`src/rtl/fetch_redirect_unit.sv`:
```
// Fetch PC owner: sequential increment, taken-branch redirect, stall hold,
// deferred redirect while stalled, and multi-cycle IF/ID flush generation.
module fetch_redirect_unit #(
  parameter int               XLEN         = 32,
  parameter logic [XLEN-1:0]  RESET_PC     = 32'h0000_0000,
  parameter int               FLUSH_CYCLES = 2
) (
  input  logic            clk,
  input  logic            reset,
  input  logic            br_taken,
  input  logic [XLEN-1:0] br_target,
  input  logic            fetch_stall,
  output logic [XLEN-1:0] pc,
  output logic            pc_valid,
  output logic            flush_if,
  output logic            flush_id,
  output logic            redirect_pending,
  output logic            misalign_err
);

  typedef enum logic {RUN, PENDING} state_t;

  localparam logic [2:0] FLUSH_LOAD = 3'(FLUSH_CYCLES);

  state_t          state, state_nxt;
  logic [2:0]      flush_cnt, flush_nxt;
  logic [XLEN-1:0] tgt_q, tgt_nxt, pc_nxt, aligned_tgt;
  logic            accept;

  function automatic logic [XLEN-1:0] align_target(input logic [XLEN-1:0] t);
    return {t[XLEN-1:2], 2'b00};
  endfunction

  // A branch arriving during flush or while a redirect waits is wrong-path.
  assign accept      = br_taken && (state == RUN) && (flush_cnt == 3'd0);
  assign aligned_tgt = align_target(br_target);
  assign flush_nxt   = accept ? FLUSH_LOAD
                     : ((flush_cnt != 3'd0) ? flush_cnt - 3'd1 : 3'd0);

  always_comb begin
    state_nxt = state;
    pc_nxt    = pc;
    tgt_nxt   = tgt_q;
    case (state)
      RUN: begin
        if (accept) begin
          if (fetch_stall) begin
            state_nxt = PENDING;
            tgt_nxt   = aligned_tgt;
          end else begin
            pc_nxt = aligned_tgt;
          end
        end else if (pc_valid && !fetch_stall) begin
          // RESET_PC itself is fetched once before the first increment.
          pc_nxt = pc + XLEN'(4);
        end
      end
      PENDING: begin
        if (!fetch_stall) begin
          pc_nxt    = tgt_q;
          state_nxt = RUN;
        end
      end
      default: state_nxt = RUN;
    endcase
  end

  always_ff @(posedge clk or posedge reset) begin
    if (reset) begin
      state            <= RUN;
      flush_cnt        <= 3'd0;
      tgt_q            <= '0;
      pc               <= RESET_PC;
      pc_valid         <= 1'b0;
      flush_if         <= 1'b0;
      flush_id         <= 1'b0;
      redirect_pending <= 1'b0;
      misalign_err     <= 1'b0;
    end else begin
      state            <= state_nxt;
      flush_cnt        <= flush_nxt;
      tgt_q            <= tgt_nxt;
      pc               <= pc_nxt;
      pc_valid         <= 1'b1;
      flush_if         <= (flush_nxt != 3'd0);
      flush_id         <= (flush_nxt != 3'd0);
      redirect_pending <= (state_nxt == PENDING);
      misalign_err     <= accept && (br_target[1:0] != 2'b00);
    end
  end

endmodule

```
`config.mk`:
```
export PLATFORM = sky130hd
export DESIGN_NAME = fetch_redirect_unit
export DESIGN_NICKNAME = d
export VERILOG_FILES = /design/src/rtl/fetch_redirect_unit.sv
export SDC_FILE = /design/constraint.sdc
export NUM_CORES = 1
export LEC_CHECK = 0
export BUFFER_PORTS_ARGS = -buffer_cell sky130_fd_sc_hd__buf_2
export CAP_MARGIN = 25
export CORE_MARGIN = 2
export CORE_UTILIZATION = 56
export DETAILED_ROUTE_END_ITERATION = 16
export GPL_TIMING_DRIVEN = 0
export PLACE_DENSITY = 0.8
export SKIP_LAST_GASP = 1
export SLEW_MARGIN = 15
export SYNTH_ARGS = -nofsm -noshare
export SYNTH_HDL_FRONTEND = slang
export SYNTH_SLANG_ARGS = --single-unit
```
`constraint.sdc`:
```
create_clock -name clk -period 6.1 [get_ports clk]
set_input_delay 0.915 -clock clk [delete_from_list [all_inputs] [get_ports clk]]
set_output_delay 0.915 -clock clk [all_outputs]
set_load 0.02 [all_outputs]
```
Word level (Yosys, flattened, before mapping)
Index checks and enable logic that the tools add are counted.
- logic and storage cells: 34
- bits of input ports: 36
- flip-flop bits (word level): 69
- output and inout port bits: 37
- multiplexer cells: 10
- $add $sub $neg: 2
- eq/ne operators: 3
- reduce and logical (&&, ||, !) cells: 11
- bitwise operators: 1
- operators by type and width (kind ; count):
    two-way mux 32 bit ; 4
    one-hot mux 32 bit (2 select lines) ; 1
    adder 32 x 3 -> 32 bit, second input constant ; 1
    two-way mux 3 bit ; 2
    AND reduction 3 bit ; 2
    nonzero test 3 bit ; 2
    logical AND 1 bit ; 4
    logical NOT 3 bit ; 1
    != test 3 x 2 -> 1 bit, second input constant ; 1
    != test 3 bit, second input constant ; 1
    subtractor 3 x 1 -> 3 bit, second input constant ; 1
    two-way mux 1 bit ; 2
    != test 2 bit, second input constant ; 1
    one-hot mux 1 bit (2 select lines) ; 1
    nonzero test 2 bit ; 1
    logical NOT 1 bit ; 1
    NOT 1 bit ; 1

Longest topological paths before layout
- depth in word-level cells: 5
- gate-level depth with buffers: 9
- mapped depth without buffers: 6

Least setup slack after synthesis
Ideal clock, no wire load.
- kind: input port to flip-flop
- start: input port br_taken
- end: register pc[25]
- path buffers: 2
- stages on the path: 6
- data required time: 5976 ps
- library setup time: 124 ps
- data arrival time: 2218 ps
- setup slack: 3758 ps
- path through: and3b_1 -> clkbuf_1 -> o31a_1 -> buf_2 -> mux2_2 -> a211o_1
- longest elaborated chain between the ends: 4
- elaborated cells on any way between the ends: 7
- classes of those cells: 2 x eq/ne; 2 x mux; 3 x reduce/logical
- RTL lines (element ; line ; RTL):
    start: declaration ; 10 ; input logic br_taken,
    logical AND 1 bit (*) (2 in a row) ; 35 ; assign accept = br_taken && (state == RUN) && (flush_cnt == 3'd0);
    != test 3 x 2 -> 1 bit (no source line) (tied with other cells) ; -- ;
    AND reduction 3 bit (no source line) or one-hot mux 32 bit (2 select lines) (tied branches) ; -- ;
    end signal: assignment ; 83 ; pc <= pc_nxt;
    end: declaration ; 13 ; output logic [XLEN-1:0] pc,
Mark *: on every way between the ends. The rest lies on a longest branch, timed or not.
A chain may end at the register's enable or synchronous reset.

Worst setup path after layout
- start: register flush_cnt[0]
- end: register pc[11]
- longest elaborated chain between the ends: 4
- elaborated cells on any way between the ends: 7
- classes of those cells: 2 x eq/ne; 2 x mux; 3 x reduce/logical
- RTL lines (element ; line ; RTL):
    start: declaration ; 26 ; logic [2:0] flush_cnt, flush_nxt;
    start signal: assignment ; 81 ; flush_cnt <= flush_nxt;
    logical NOT 3 bit (*) ; 35 ;
    logical AND 1 bit (*) ; 35 ;
    != test 3 x 2 -> 1 bit (no source line) (tied with other cells) ; -- ;
    AND reduction 3 bit (no source line) or one-hot mux 32 bit (2 select lines) (tied branches) ; -- ;
Marked as above.

==> flow_summary.ini <==
[run_status]
run_status = finished clean

[logic_synthesis]
synth_largest_type_area_fraction_pct = 42.84
postSynthAreaPerCell_sq_um = 9.664
synth_fa_ha_area_share_pct = 0.9591
synth_top_cell_by_area = dfrtp_1
synth_simple_gate_area_share_pct = 20.01
synth_compound_area_share_pct = 18.96
synth.lib_cells_used.distinct = 60
async_set_or_reset_register_ratio_after_synthesis_pct = 100.0
synth_xor_area_share_pct = 0
main_combinational_cell_family_by_area_after_synthesis = simple AND/OR/NAND/NOR gates
post_synthesis_instance_area_sq_um = 3914
yosys-mux-area-fraction_pct = 12.08
synthCells = 405
ys_top_cells_by_area = dfrtp_1 43%, mux2_2 9.8%, o21ai_0 3.6%
postSynth.topFlopCell = dfrtp_1
synth_edf_count = 0
yosys_register_bits = 67
synthesis.yosys.warnings = 0
synth-seq-area-share_pct = 42.84

[sta]
finalSetupViolCount = 0
grt_setup_unrepaired = no
maxSlewHeadroom_pct = 47.87
timing_max_transition_violations_final = 0
finalHoldViolations = 0
worst_hold_slack_ns = 0.4568
tightest_slew_ns = 0.7748
finalWorstPathRequiredPeriod_ns = 2.670
fin_setup_tns_ns = 0
clock-skew-final_ns = 0.01220
final_critical_path_setup_slack_ns = 3.430
period_share_pct = 43.77
maxClockFrequency_mhz = 374.5

[routing]
antenna_violation_net_count_after_detailed_routing = 0
post_drt_wl_per_cell_microns = 19.46
drc_errors = 0
detailedRoute.firstIterationViolations = 336
postRouteWirelength_mm = 11.44
vias = 3725
dr.pass1.iters = 5
routed_via_density = 6.335

[global_route]
grt_antenna_before_repair = 0
pin_count_of_the_biggest_net_entering_global_routing = 42
grt_pass1_wl_mm = 18.12
grt_pass1_vias = 3543
globalRouteOverflowTotal = 0
global_route.usage.total_pct = 31.31

[final_layout]
fraction_of_final_layout_cells_with_drive_strength_greater_than_1_pct = 27.44
post-route-util_pct = 67.77
n_antenna_cell = 0
design.final.nets = 527
area_growth_syn_to_layout_pct = 17.65
finalNonFillerCells = 588

[worst_setup_path]
critical_path_peak_fanout = 10
critical_path_arrival_ns = 2.89
setup.worst_path.start_class = flop
critical_path_required_time_ns = 6.32
worst_setup_path_end_kind = flop
critPathKind = flop to flop

[clock_network]
cts-buffers-inserted = 9
postCtsSetupRepairBufs = 0
cts_tree = done
cts_sinks = 67
cts_hold_repair.buffers = 0
clk_pin_slew_worst_paths_ns = 0.07
worst_skew_pair_latency_ns = 0.36
post_cts_resize_count = 0
clk_root_buffer_cell = clkbuf_8
cts_buffer_depth = 2
htree_num_levels = 3

[place]
gpl.final_weighted_congestion = 0.8917
place_inst = 573
detailedPlacementHpwl_mm = 7.919
place.port_buffers = 70
post-place-ws_ns = 3.183

[power]
power.density_cell_area_nw_per_um2 = 471.4
p_leak_nw = 1.931
max-vdd-ir-drop_v = 0.0002595

[hold_path]
hold_path_class = flop to flop

[run]
drv_cap = 0

[die]
core_area_sq_um = 6794
row_count = 30
effective_utilization_at_floorplan_pct = 57.61
floorplan.die_area_sq_um = 7674
ioPinCount = 73
die_y_microns = 87.60
die_width_microns = 87.60
## critical path, stage by stage (launching register included)
cell	delay, ns
dfrtp_1	0.39
inv_1	0.10
ha_1	0.23
and3b_1	0.17
clkbuf_1	0.34
o31a_1	0.16
buf_2	0.29
clkbuf_1	0.47
o21ai_0	0.21
o2bb2ai_1	0.16
## cells in the mapped netlist (2+ instances only)
cell type / instances
nand3_1: 12
o31a_1: 5
a211o_1: 3
o2bb2ai_1: 4
conb_1: 2
buf_2: 2
o311a_1: 3
nand4_1: 10
clkbuf_1: 23
o31ai_1: 2
or3_1: 5
buf_4: 4
mux2i_1: 9
and4_1: 5
nor3_1: 10
or4_1: 4
and3_1: 8
o311ai_0: 9
nand2b_1: 13
a31o_2: 4
a221oi_1: 3
nor4_1: 5
a22o_1: 2
nor2_1: 13
and2_1: 9
a211oi_1: 4
a32oi_1: 2
o211ai_1: 4
nand2_1: 36
inv_1: 15
o41ai_1: 2
o21ai_0: 28
a31oi_1: 6
o22ai_1: 6
a21oi_1: 7
dfrtp_1: 67
mux2_2: 34
ha_1: 3
## per-layer routing
layer  share of wire [%]  track usage, %  vias to the layer above
met4                 2.5           14.13                        0
li1                    -               -                     1688
met5                   0               0                        -
met3                 8.1           4.524                       26
met2                  48           49.10                      197
met1                  42           43.32                     1814
## layout by cell type, fill, tap and decap left out, types with 6 or more instances in the layout
cell type,netlist,final
mux2i_1,9,9
nor2_1,13,13
clkbuf_1,23,25
and3_1,8,8
nand3_1,12,12
o21ai_0,28,28
a21oi_1,7,7
nand2b_1,13,13
clkbuf_8,0,11
o22ai_1,6,6
nand4_1,10,10
inv_1,15,14
and2_1,9,9
nor3_1,10,10
o311ai_0,9,9
a31oi_1,6,6
dfrtp_1,67,67
mux2_2,34,34
nand2_1,36,36
buf_2,2,72
## cell type report
type | count | area [sq um]
Fill cell | 570 | 2190
Tap cell | 96 | 120.1
Clock inverter | 2 | 35.03
Sequential cell | 67 | 1677
Timing Repair Buffer | 71 | 370.4
Multi-Input combinational cell | 294 | 2047
Inverter | 15 | 58.81
Buffer | 30 | 137.6
Clock buffer | 13 | 158.9
## stage by stage
| step | power (mW) | area (sq um) |
|---|---|---|
| final | 2.171 | 4604 |
| after global routing | 2.299 | 4604 |
| after CTS | 2.157 | 4604 |
| after detailed placement | 1.777 | 4410 |
| after global placement | 1.731 | 4388 |
| after floorplan | 1.461 | 3918 |
## kinds of logic (layout without fill, tap and decap cells)
kind of cell	count (synthesis)	count (layout)
DFF	67	67
AOI/OAI and AO/OA	104	104
and+or+nand+nor	141	141
muxes	43	43
other	2	3
adders and majority gates	3	3
buffers and inverters	45	131
## where the power goes
group          switching (mW)  internal, mW  total [mW]
logic                   0.544         0.395       0.939
registers               0.208         0.642       0.850
clock network           0.173         0.209       0.382
## path summary, 6_finish.rpt
kind / from / to / slack (ns) / cells past startpoint
worst max-delay path: flush_cnt[0] / pc[11] / 3.43 / 9
worst min-delay path: flush_cnt[0] / flush_cnt[0] / 0.46 / 1
worst max register to register: flush_cnt[0] / pc[11] / 3.43 / 9
worst min register to register: flush_cnt[0] / flush_cnt[0] / 0.46 / 1
max in group asynchronous: reset / pc[21] / 5.01 / 3
min in group asynchronous: reset / pc[6] / 0.53 / 2
## flip-flops by register name (all words and copies together), names as in the netlist
register,cells
flush_cnt,3
tgt_q,30
misalign_err,1
pc_valid,1
pc,30
state,1
flush_id,1
(Power assumes the default switching activity.)
